**src/rtl/lpc_pkg.sv**
```systemverilog
// ---------------------------------------------------------------------------
// lpc_pkg
//   Constants, state encoding and saturation helper shared by the LPC
//   front-end blocks (autocorr and its MAC datapath).
// ---------------------------------------------------------------------------
package lpc_pkg;

    localparam int N_SAMPLES = 240;  // samples per analysis frame
    localparam int ORDER     = 10;   // LPC order; lags 0..ORDER
    localparam int FRAC      = 16;   // fractional bits of samples and r
    localparam int S_AW      = 8;    // sample address width
    localparam int R_AW      = 11;   // r address width (matches levinson r_rsel)
    localparam int ACC_W     = 72;   // accumulator width, headroom for 256 products
    localparam int WNC_SHIFT = 10;   // white-noise correction adds v/1024

    typedef enum logic [2:0] {
        IDLE  = 3'd0,
        CLEAR = 3'd1,
        MAC   = 3'd2,
        WRITE = 3'd3,
        FIN   = 3'd4
    } autocorr_state_t;

    localparam logic signed [ACC_W-1:0] SAT_MAX = 72'sd2147483647;
    localparam logic signed [ACC_W-1:0] SAT_MIN = -72'sd2147483648;

    // Clamp a wide signed value into the signed 32-bit range.
    function automatic logic [31:0] sat32(input logic signed [ACC_W-1:0] v);
        logic [31:0] r;
        if (v > SAT_MAX) begin
            r = 32'h7FFF_FFFF;
        end else if (v < SAT_MIN) begin
            r = 32'h8000_0000;
        end else begin
            r = v[31:0];
        end
        return r;
    endfunction

endpackage

```
**src/rtl/autocorr_mac.sv**
```systemverilog
// ---------------------------------------------------------------------------
// autocorr_mac
//   Multiply-accumulate datapath for one autocorrelation lag. Holds the
//   72-bit signed accumulator and presents the scaled, saturated result.
// Ports
//   clk      in   clock, rising edge
//   reset    in   asynchronous active-low reset
//   clear    in   zero the accumulator at the next edge
//   enable   in   add op_a*op_b at the next edge
//   wnc      in   add acc/1024 conditioning to the result (lag 0 only)
//   op_a     in   32-bit signed sample x[n]
//   op_b     in   32-bit signed sample x[n-k]
//   result   out  sat32((acc >>> FRAC) [+ correction])
// ---------------------------------------------------------------------------
module autocorr_mac
    import lpc_pkg::*;
(
    input  logic               clk,
    input  logic               reset,
    input  logic               clear,
    input  logic               enable,
    input  logic               wnc,
    input  logic signed [31:0] op_a,
    input  logic signed [31:0] op_b,
    output logic        [31:0] result
);

    logic signed [ACC_W-1:0] acc_q;
    logic signed [ACC_W-1:0] acc_d;
    logic signed [63:0]      prod;
    logic signed [ACC_W-1:0] acc_shr;
    logic signed [ACC_W-1:0] res_v;

    always_comb begin
        // Operands are sign-extended explicitly so the multiply is a true
        // 64-bit signed product.
        prod  = $signed({{32{op_a[31]}}, op_a}) * $signed({{32{op_b[31]}}, op_b});
        acc_d = acc_q;
        if (clear) begin
            acc_d = '0;
        end else if (enable) begin
            acc_d = acc_q + $signed({{(ACC_W-64){prod[63]}}, prod});
        end
    end

    always_ff @(posedge clk or negedge reset) begin
        if (!reset) begin
            acc_q <= '0;
        end else begin
            acc_q <= acc_d;
        end
    end

    always_comb begin
        acc_shr = acc_q >>> FRAC;
        // acc_shr occupies at most 56 bits, so the correction cannot wrap.
        res_v   = acc_shr;
        if (wnc) begin
            res_v = acc_shr + (acc_shr >>> WNC_SHIFT);
        end
        result  = sat32(res_v);
    end

endmodule

```
**src/rtl/autocorr.sv**
```systemverilog
// ---------------------------------------------------------------------------
// autocorr
//   Computes autocorrelation lags r[0..ORDER] of one frame held in the sample
//   register file and writes them to the r register file read by levinson.
//   Per lag: CLEAR (1 cycle), MAC (N_SAMPLES-k cycles), WRITE (1 cycle);
//   FIN pulses done once all lags are written.
// Ports
//   clk, reset        clock; asynchronous active-low reset
//   start             frame request, accepted only in IDLE
//   ready             1 = idle / r valid (also high in FIN)
//   done              one-cycle pulse after r[ORDER] is written
//   s_rsel0/s_r0      sample port 0, x[n] (combinational read)
//   s_rsel1/s_r1      sample port 1, x[n-k] (combinational read)
//   r_we/r_wsel/r_w   r register file write port
// Configuration
//   AUTOCORR_WNC_EN   when defined, r[0] gets +1/1024 white-noise correction
// ---------------------------------------------------------------------------
module autocorr
    import lpc_pkg::*;
(
    input  logic            clk,
    input  logic            reset,
    input  logic            start,
    output logic            ready,
    output logic            done,
    output logic [S_AW-1:0] s_rsel0,
    input  logic [31:0]     s_r0,
    output logic [S_AW-1:0] s_rsel1,
    input  logic [31:0]     s_r1,
    output logic            r_we,
    output logic [R_AW-1:0] r_wsel,
    output logic [31:0]     r_w
);

    autocorr_state_t state_q, state_d;
    logic [R_AW-1:0] k_q, k_d;
    logic [S_AW-1:0] n_q, n_d;
    logic            mac_clear;
    logic            mac_en;
    logic            wnc;
    logic [31:0]     mac_result;

`ifdef AUTOCORR_WNC_EN
    assign wnc = (k_q == '0);
`else
    assign wnc = 1'b0;
`endif

    autocorr_mac u_mac (
        .clk    (clk),
        .reset  (reset),
        .clear  (mac_clear),
        .enable (mac_en),
        .wnc    (wnc),
        .op_a   (s_r0),
        .op_b   (s_r1),
        .result (mac_result)
    );

    always_comb begin
        state_d   = state_q;
        k_d       = k_q;
        n_d       = n_q;
        ready     = 1'b0;
        done      = 1'b0;
        r_we      = 1'b0;
        r_wsel    = '0;
        r_w       = '0;
        s_rsel0   = '0;
        s_rsel1   = '0;
        mac_clear = 1'b0;
        mac_en    = 1'b0;
        case (state_q)
            IDLE: begin
                ready = 1'b1;
                if (start) begin
                    k_d     = '0;
                    state_d = CLEAR;
                end
            end
            CLEAR: begin
                mac_clear = 1'b1;
                n_d       = S_AW'(k_q);   // first product is x[k]*x[0]
                state_d   = MAC;
            end
            MAC: begin
                mac_en  = 1'b1;
                s_rsel0 = n_q;
                s_rsel1 = n_q - S_AW'(k_q);
                n_d     = n_q + 1'b1;
                if (n_q == S_AW'(N_SAMPLES - 1)) begin
                    state_d = WRITE;
                end
            end
            WRITE: begin
                r_we   = 1'b1;
                r_wsel = k_q;
                r_w    = mac_result;
                if (k_q == R_AW'(ORDER)) begin
                    state_d = FIN;
                end else begin
                    k_d     = k_q + 1'b1;
                    state_d = CLEAR;
                end
            end
            FIN: begin
                // start is deliberately not sampled here; a held start
                // launches the next frame from IDLE.
                ready   = 1'b1;
                done    = 1'b1;
                state_d = IDLE;
            end
            default: begin
                state_d = IDLE;
            end
        endcase
    end

    always_ff @(posedge clk or negedge reset) begin
        if (!reset) begin
            state_q <= IDLE;
            k_q     <= '0;
            n_q     <= '0;
        end else begin
            state_q <= state_d;
            k_q     <= k_d;
            n_q     <= n_d;
        end
    end

endmodule

```
**config.mk**
```make
export PLATFORM = sky130hd
export DESIGN_NAME = autocorr
export DESIGN_NICKNAME = d
export VERILOG_FILES = /design/src/rtl/lpc_pkg.sv /design/src/rtl/autocorr_mac.sv /design/src/rtl/autocorr.sv
export SDC_FILE = /design/constraint.sdc
export NUM_CORES = 2
export LEC_CHECK = 0
export ABC_AREA = 0
export CORE_MARGIN = 2
export CORE_UTILIZATION = 60
export CTS_BUF_LIST = sky130_fd_sc_hd__clkbuf_16
export CTS_CLUSTER_DIAMETER = 50
export DETAILED_ROUTE_END_ITERATION = 7
export DONT_BUFFER_PORTS = 1
export PLACE_DENSITY_LB_ADDON = 0.3
export SYNTH_ARGS = -nofsm -noshare
export SYNTH_HDL_FRONTEND = slang
export SYNTH_HIERARCHICAL = 1
export SYNTH_SLANG_ARGS = --single-unit
```
**constraint.sdc**
```tcl
create_clock -name clk -period 10.1 [get_ports clk]
set_clock_uncertainty 0.1 [all_clocks]
set_input_delay 1.515 -clock clk [delete_from_list [all_inputs] [get_ports clk]]
set_output_delay 1.515 -clock clk [all_outputs]
set_load 0.05 [all_outputs]
```
Word level (Yosys, flattened, before mapping)

Cells that the tools add are included.

Bits in registers: 94
Output and inout bits: 62

Add/sub/neg operators: 4
Multiply operators: 1
$lt $le $gt $ge: 2
Eq/ne operators: 9
Multiplexer cells: 21
Reduce and logical (&&, ||, !) cells: 7

Operators by type and width:

| operator                                                                | number |
|---|---|
| 72-bit two-way mux                                                      | 2 |
| 32-bit two-way mux                                                      | 3 |
| 72-bit by 64-bit adder with 72-bit output                               | 1 |
| 32-bit by 32-bit multiplier with 64-bit output                          | 1 |
| 56-bit by 32-bit > comparator with 1-bit output (second input constant) | 1 |
| 56-bit by 32-bit < comparator with 1-bit output (second input constant) | 1 |
| 11-bit two-way mux                                                      | 3 |
| 11-bit one-hot mux with 2 select lines                                  | 1 |
| 8-bit two-way mux                                                       | 2 |
| 8-bit one-hot mux with 2 select lines                                   | 1 |
| 3-bit one-hot mux with 4 select lines                                   | 1 |
| 11-bit by 1-bit adder with 11-bit output (second input constant)        | 1 |
| 11-bit by 4-bit equality test with 1-bit output (second input constant) | 1 |
| 3-bit two-way mux                                                       | 3 |
| 8-bit by 1-bit adder with 8-bit output (second input constant)          | 1 |
| 8-bit equality test (second input constant)                             | 1 |
| 8-bit subtractor                                                        | 1 |
| 3-bit by 2-bit equality test with 1-bit output (second input constant)  | 2 |
| 2-bit != test (second input constant)                                   | 3 |
| 2-bit nonzero test                                                      | 3 |
| 1-bit two-way mux                                                       | 5 |
| 3-bit by 1-bit equality test with 1-bit output (second input constant)  | 1 |
| 3-bit equality test (second input constant)                             | 1 |
| 3-bit logical NOT                                                       | 1 |
| other kinds (3)                                                         | 3 |

Logic depth before layout (Yosys ltp)

Depth after elaboration: 4
Gate-level depth with buffers: 30
Mapped depth without buffers: 28

Modules after synthesis

Netlist, hierarchy kept.

By module, submodules not included:

| module       | instances | cells each | area an instance (um2) | seq. area each (um2) |
|---|---|---|---|---|
| autocorr_mac | 1         | 5476       | 49334.8                | 1801.7 |
| autocorr     | 1         | 245        | 1966.9                 | 550.5 |

Worst setup path before layout

OpenSTA, ideal clock, no wires.

Path type: input to register
From: input port s_r1[0]
To: register u_mac.acc_q[69]
Setup time: 69 ps
Arrival time: 10938 ps
Slack: -1007 ps
Cell stages on the path: 28
Buffers on the path: 2
Cell sequence: clkbuf_1 > nand2_1 > fa_1 > inv_1 > fa_1 > fa_1 > inv_1 > fa_1 > inv_1 > fa_1 > fa_1 > fa_1 > inv_1 > fa_1 > inv_1 > ha_1 > buf_4 > nand2_2 > or4_4 > or4_4 > or3_1 > o32ai_1 > o2111ai_2 > a21oi_1 > a221o_1 > a211oi_2 > or4_1 > nand3_1

Word-level cells in the longest chain between the ends: 4

Ends and longest elaborated chain:

| element                                        | line               | text |
|---|---|---|
| start: declaration                             | autocorr.sv:29     | `input logic [31:0] s_r1,` |
| 32-bit by 32-bit multiplier with 64-bit output | autocorr_mac.sv:37 | `prod = $signed({{32{op_a[31]}}, op_a}) * $signed({{32{op_b[31]}}, op_b});` |
| 72-bit by 64-bit adder with 72-bit output      | autocorr_mac.sv:42 | `acc_d = acc_q + $signed({{(ACC_W-64){prod[63]}}, prod});` |
| 72-bit two-way mux                             | autocorr_mac.sv:41 | `end else if (enable) begin` |
| 72-bit two-way mux                             | autocorr_mac.sv:39 | `if (clear) begin` |
| end signal: assignment                         | autocorr_mac.sv:48 | `acc_q <= '0;` |
| end signal: assignment                         | autocorr_mac.sv:50 | `acc_q <= acc_d;` |
| end: declaration                               | autocorr_mac.sv:28 | `logic signed [ACC_W-1:0] acc_q;` |

Every way passes these cells. The select of a mux whose other input is x is not followed.
A chain may end at the register's enable or synchronous reset.

Worst setup path after layout

From: input port s_r1[3]
To: register u_mac.acc_q[65]

Same word-level chain as after synthesis.

==> reports/metrics.cfg <==
[run_status]
status=finished, final reports clean

[drt]
routed.top_layer=met4
first_iter_violations=2753
wl_per_cell_um=19.8
remaining_drc_errors=0
routed-wl-met2_mm=67.8
routed-wl-met3_mm=7.06
detail_route.wirelength.met1_mm=52.8
detail_route.wirelength_mm=131
num_vias=38200
ant_nets=0
vias_per_cell=5.76
detail_route.first_pass.iterations=6

[layout]
area.growth.synth_to_final_pct=1.86
mostFrequentLayoutCell=sky130_fd_sc_hd__inv_1
fillers=7274
layout.cells.most_common_list=sky130_fd_sc_hd__inv_1, sky130_fd_sc_hd__fa_1, sky130_fd_sc_hd__nand2_1
final_nets=7134
insertedDiodeCount=0
post_route_cells_drive_above_1_share=0.0190

[cts]
clock_tree_root=sky130_fd_sc_hd__clkbuf_16
cts_tree=built
post_cts_resize_count=0
cts_post_setup_buffers_inserted=0
cts_sinks=94
numCtsBuffers=9
clock_tree.buffer_depth=2
h-tree-depth=3
clk_pin_slew_ns=0.08
cts_hold_repair.buffers=0
latest_clock_arrival_within_the_worst_skew_pair_ns=0.37

[sta]
achievable-frequency_mhz=105
finalHoldViolCount=0
timing_max_transition_violations_final=0
period_share=0.947
final-setup-viol-count=0
timing.final.crit_period_ns=9.56
finalSetupTns_ns=0
worst_pin_slew_ns=1.08
max_slew_margin=0.262
setup_slack_ns=0.539
grt_setup_unrepaired=false

[synthesis]
synth_top_cell_by_area=sky130_fd_sc_hd__fa_1
synth_area_um2=51300
postSynth.asyncResetShare=1.00
yosysWarningCount=6
synth_ff_type=sky130_fd_sc_hd__dfrtp_1
yosys.area.top_type_share=0.502
synthSimpleGateAreaFrac=0.147
post_synth_num_cell_types=88
synth-edff-count=0
synth.area.mux_share=0.0149
synth_top_family_by_area=adder cells
yosys_register_bits=94
adder_cell_area_share_of_the_yosys_netlist=0.575
post_synth_xor_xnor_area=0.0191
syn_avg_cell_area_um2=8.97
synthesis.instances=5721
synth_compound_area_frac=0.0778
post_synth_main_area_contributors=sky130_fd_sc_hd__fa_1, sky130_fd_sc_hd__inv_1, sky130_fd_sc_hd__ha_1
synth-seq-area-share=0.0459

[setup_path]
setup.reg_to_reg.worst_slack_ns=1.40
crit_path_end_kind=flip-flop
worst_ep_required_time_ns=10.25
rr_startpoint=u_mac/acc_q[35]
cpMaxStageDelayCell=sky130_fd_sc_hd__fa_2
worst_r2r_endpoint=u_mac/acc_q[69]
setup.worst_path.end=u_mac/acc_q[65]
crit_path_frequent_cell=sky130_fd_sc_hd__fa_1
cp_data_arrival_time_ns=9.71
worstRegToRegCells=26
setup.worst_path.start_class=primary input
crit_type=in2reg
worst_setup_path_startpoint=s_r1[3]
worst-path-max-fanout=32
critical_path.max_stage_delay_ns=0.63

[die]
floorplan.rows=107
horizontal_die_dimension_um=296
initial_cell_density_of_the_core=0.603
fp.dieH_um=296
floorplan.die_area_um2=87900
io_pins=129
placeableCoreArea_um2=85000

[place]
finalWeightedCongestion=0.951
placed_wire_length_estimate_after_detailed_placement_mm=110
place.port_buffers=0
place_ws_ns=0.218

[grt]
antenna_violations_before_repair=0
grt_start_max_net_pins=95
gr-usage-all-layers=0.313
globalRouteOverflowTotal=0
grt_pass1_wl_mm=216
first_global_vias=41200

[worst_hold_path]
timing.hold.worst_path_depth=2
hold_path.class=reg2reg

[run]
max-cap-violations=0

synthesized netlist by cell type, drive strengths merged (71+ instances only):
| master | count |
|---|---|
| nor2 | 155 |
| o21ai | 111 |
| and2 | 313 |
| inv | 1335 |
| nand2 | 888 |
| mux2i | 72 |
| a21o | 71 |
| ha | 301 |
| clkbuf | 275 |
| dfrtp | 94 |
| a21oi | 152 |
| fa | 1286 |
stage by stage:
| step | instance area (um2) | hold slack [ns] | util | std cells |
|---|---|---|---|---|
| 5_1_grt | 52300 | 0.470 | 0.615 | 6629 |
| 3_5_place_dp | 52000 | 0.413 | 0.611 | 6613 |
| 2_1_floorplan | 51400 | 0.386 | - | 5727 |
| 6_report | 52300 | 0.431 | 0.615 | 6629 |
| 4_1_cts | 52300 | 0.434 | 0.615 | 6629 |
| 3_3_place_gp | 52000 | 0.406 | 0.611 | 6613 |
how the worst min path moves through the flow:
stage,startpoint,end,slack (ns)
after floorplan,u_mac/acc_q[10],u_mac/acc_q[10],0.39
after global placement,u_mac/acc_q[8],u_mac/acc_q[8],0.41
after detailed placement,u_mac/acc_q[12],u_mac/acc_q[12],0.41
after CTS,u_mac/acc_q[12],u_mac/acc_q[12],0.43
after global routing,u_mac/acc_q[7],u_mac/acc_q[7],0.47
final,u_mac/acc_q[12],u_mac/acc_q[12],0.43
metal layers:
layer | vias up | global-route usage
met1 | 19900 | 0.416
met3 | 230 | 0.0271
met4 | 0 | 0.0846
met2 | 1343 | 0.552
met5 | - | 0
li1 | 16700 | -
logic make-up after synthesis:
logic type	after synthesis
muxes	76
other	1
xor gates and xnor gates	112
DFF	94
and+or+nand+nor	1622
adders and majority gates	1587
AOI/OAI and AO/OA	597
buffers and inverters	1632
registers in the layout, indices dropped and copies added, names as in the netlist:
register / flops
k_q: 11
u_mac/acc_q: 72
n_q: 8
state_q: 3
cell type report:
class | instances | area, um2 | share of cell area
clock inverters | 7 | 75.1 | 0.00144
clock buffers | 9 | 225 | 0.00431
inverters | 1338 | 5040 | 0.0964
multi-input cells | 4001 | 42900 | 0.820
repair buffers | 36 | 270 | 0.00517
well taps | 1144 | 1430 | 0.0274
flip-flops and latches | 94 | 2350 | 0.0450
critical path, delay by kind of cell:
family / cells / cell delay (ns)
AO/OA/AOI/OAI: 10 / 2.79
adder cells (fa/ha/maj): 9 / 4.46
buffers and inverters: 5 / 0.62
AND/OR/NAND/NOR: 2 / 0.28
Power is left out: the tool's default activity adds up to more than one toggle a clock period on the data nets, which glitch-free logic cannot reach.
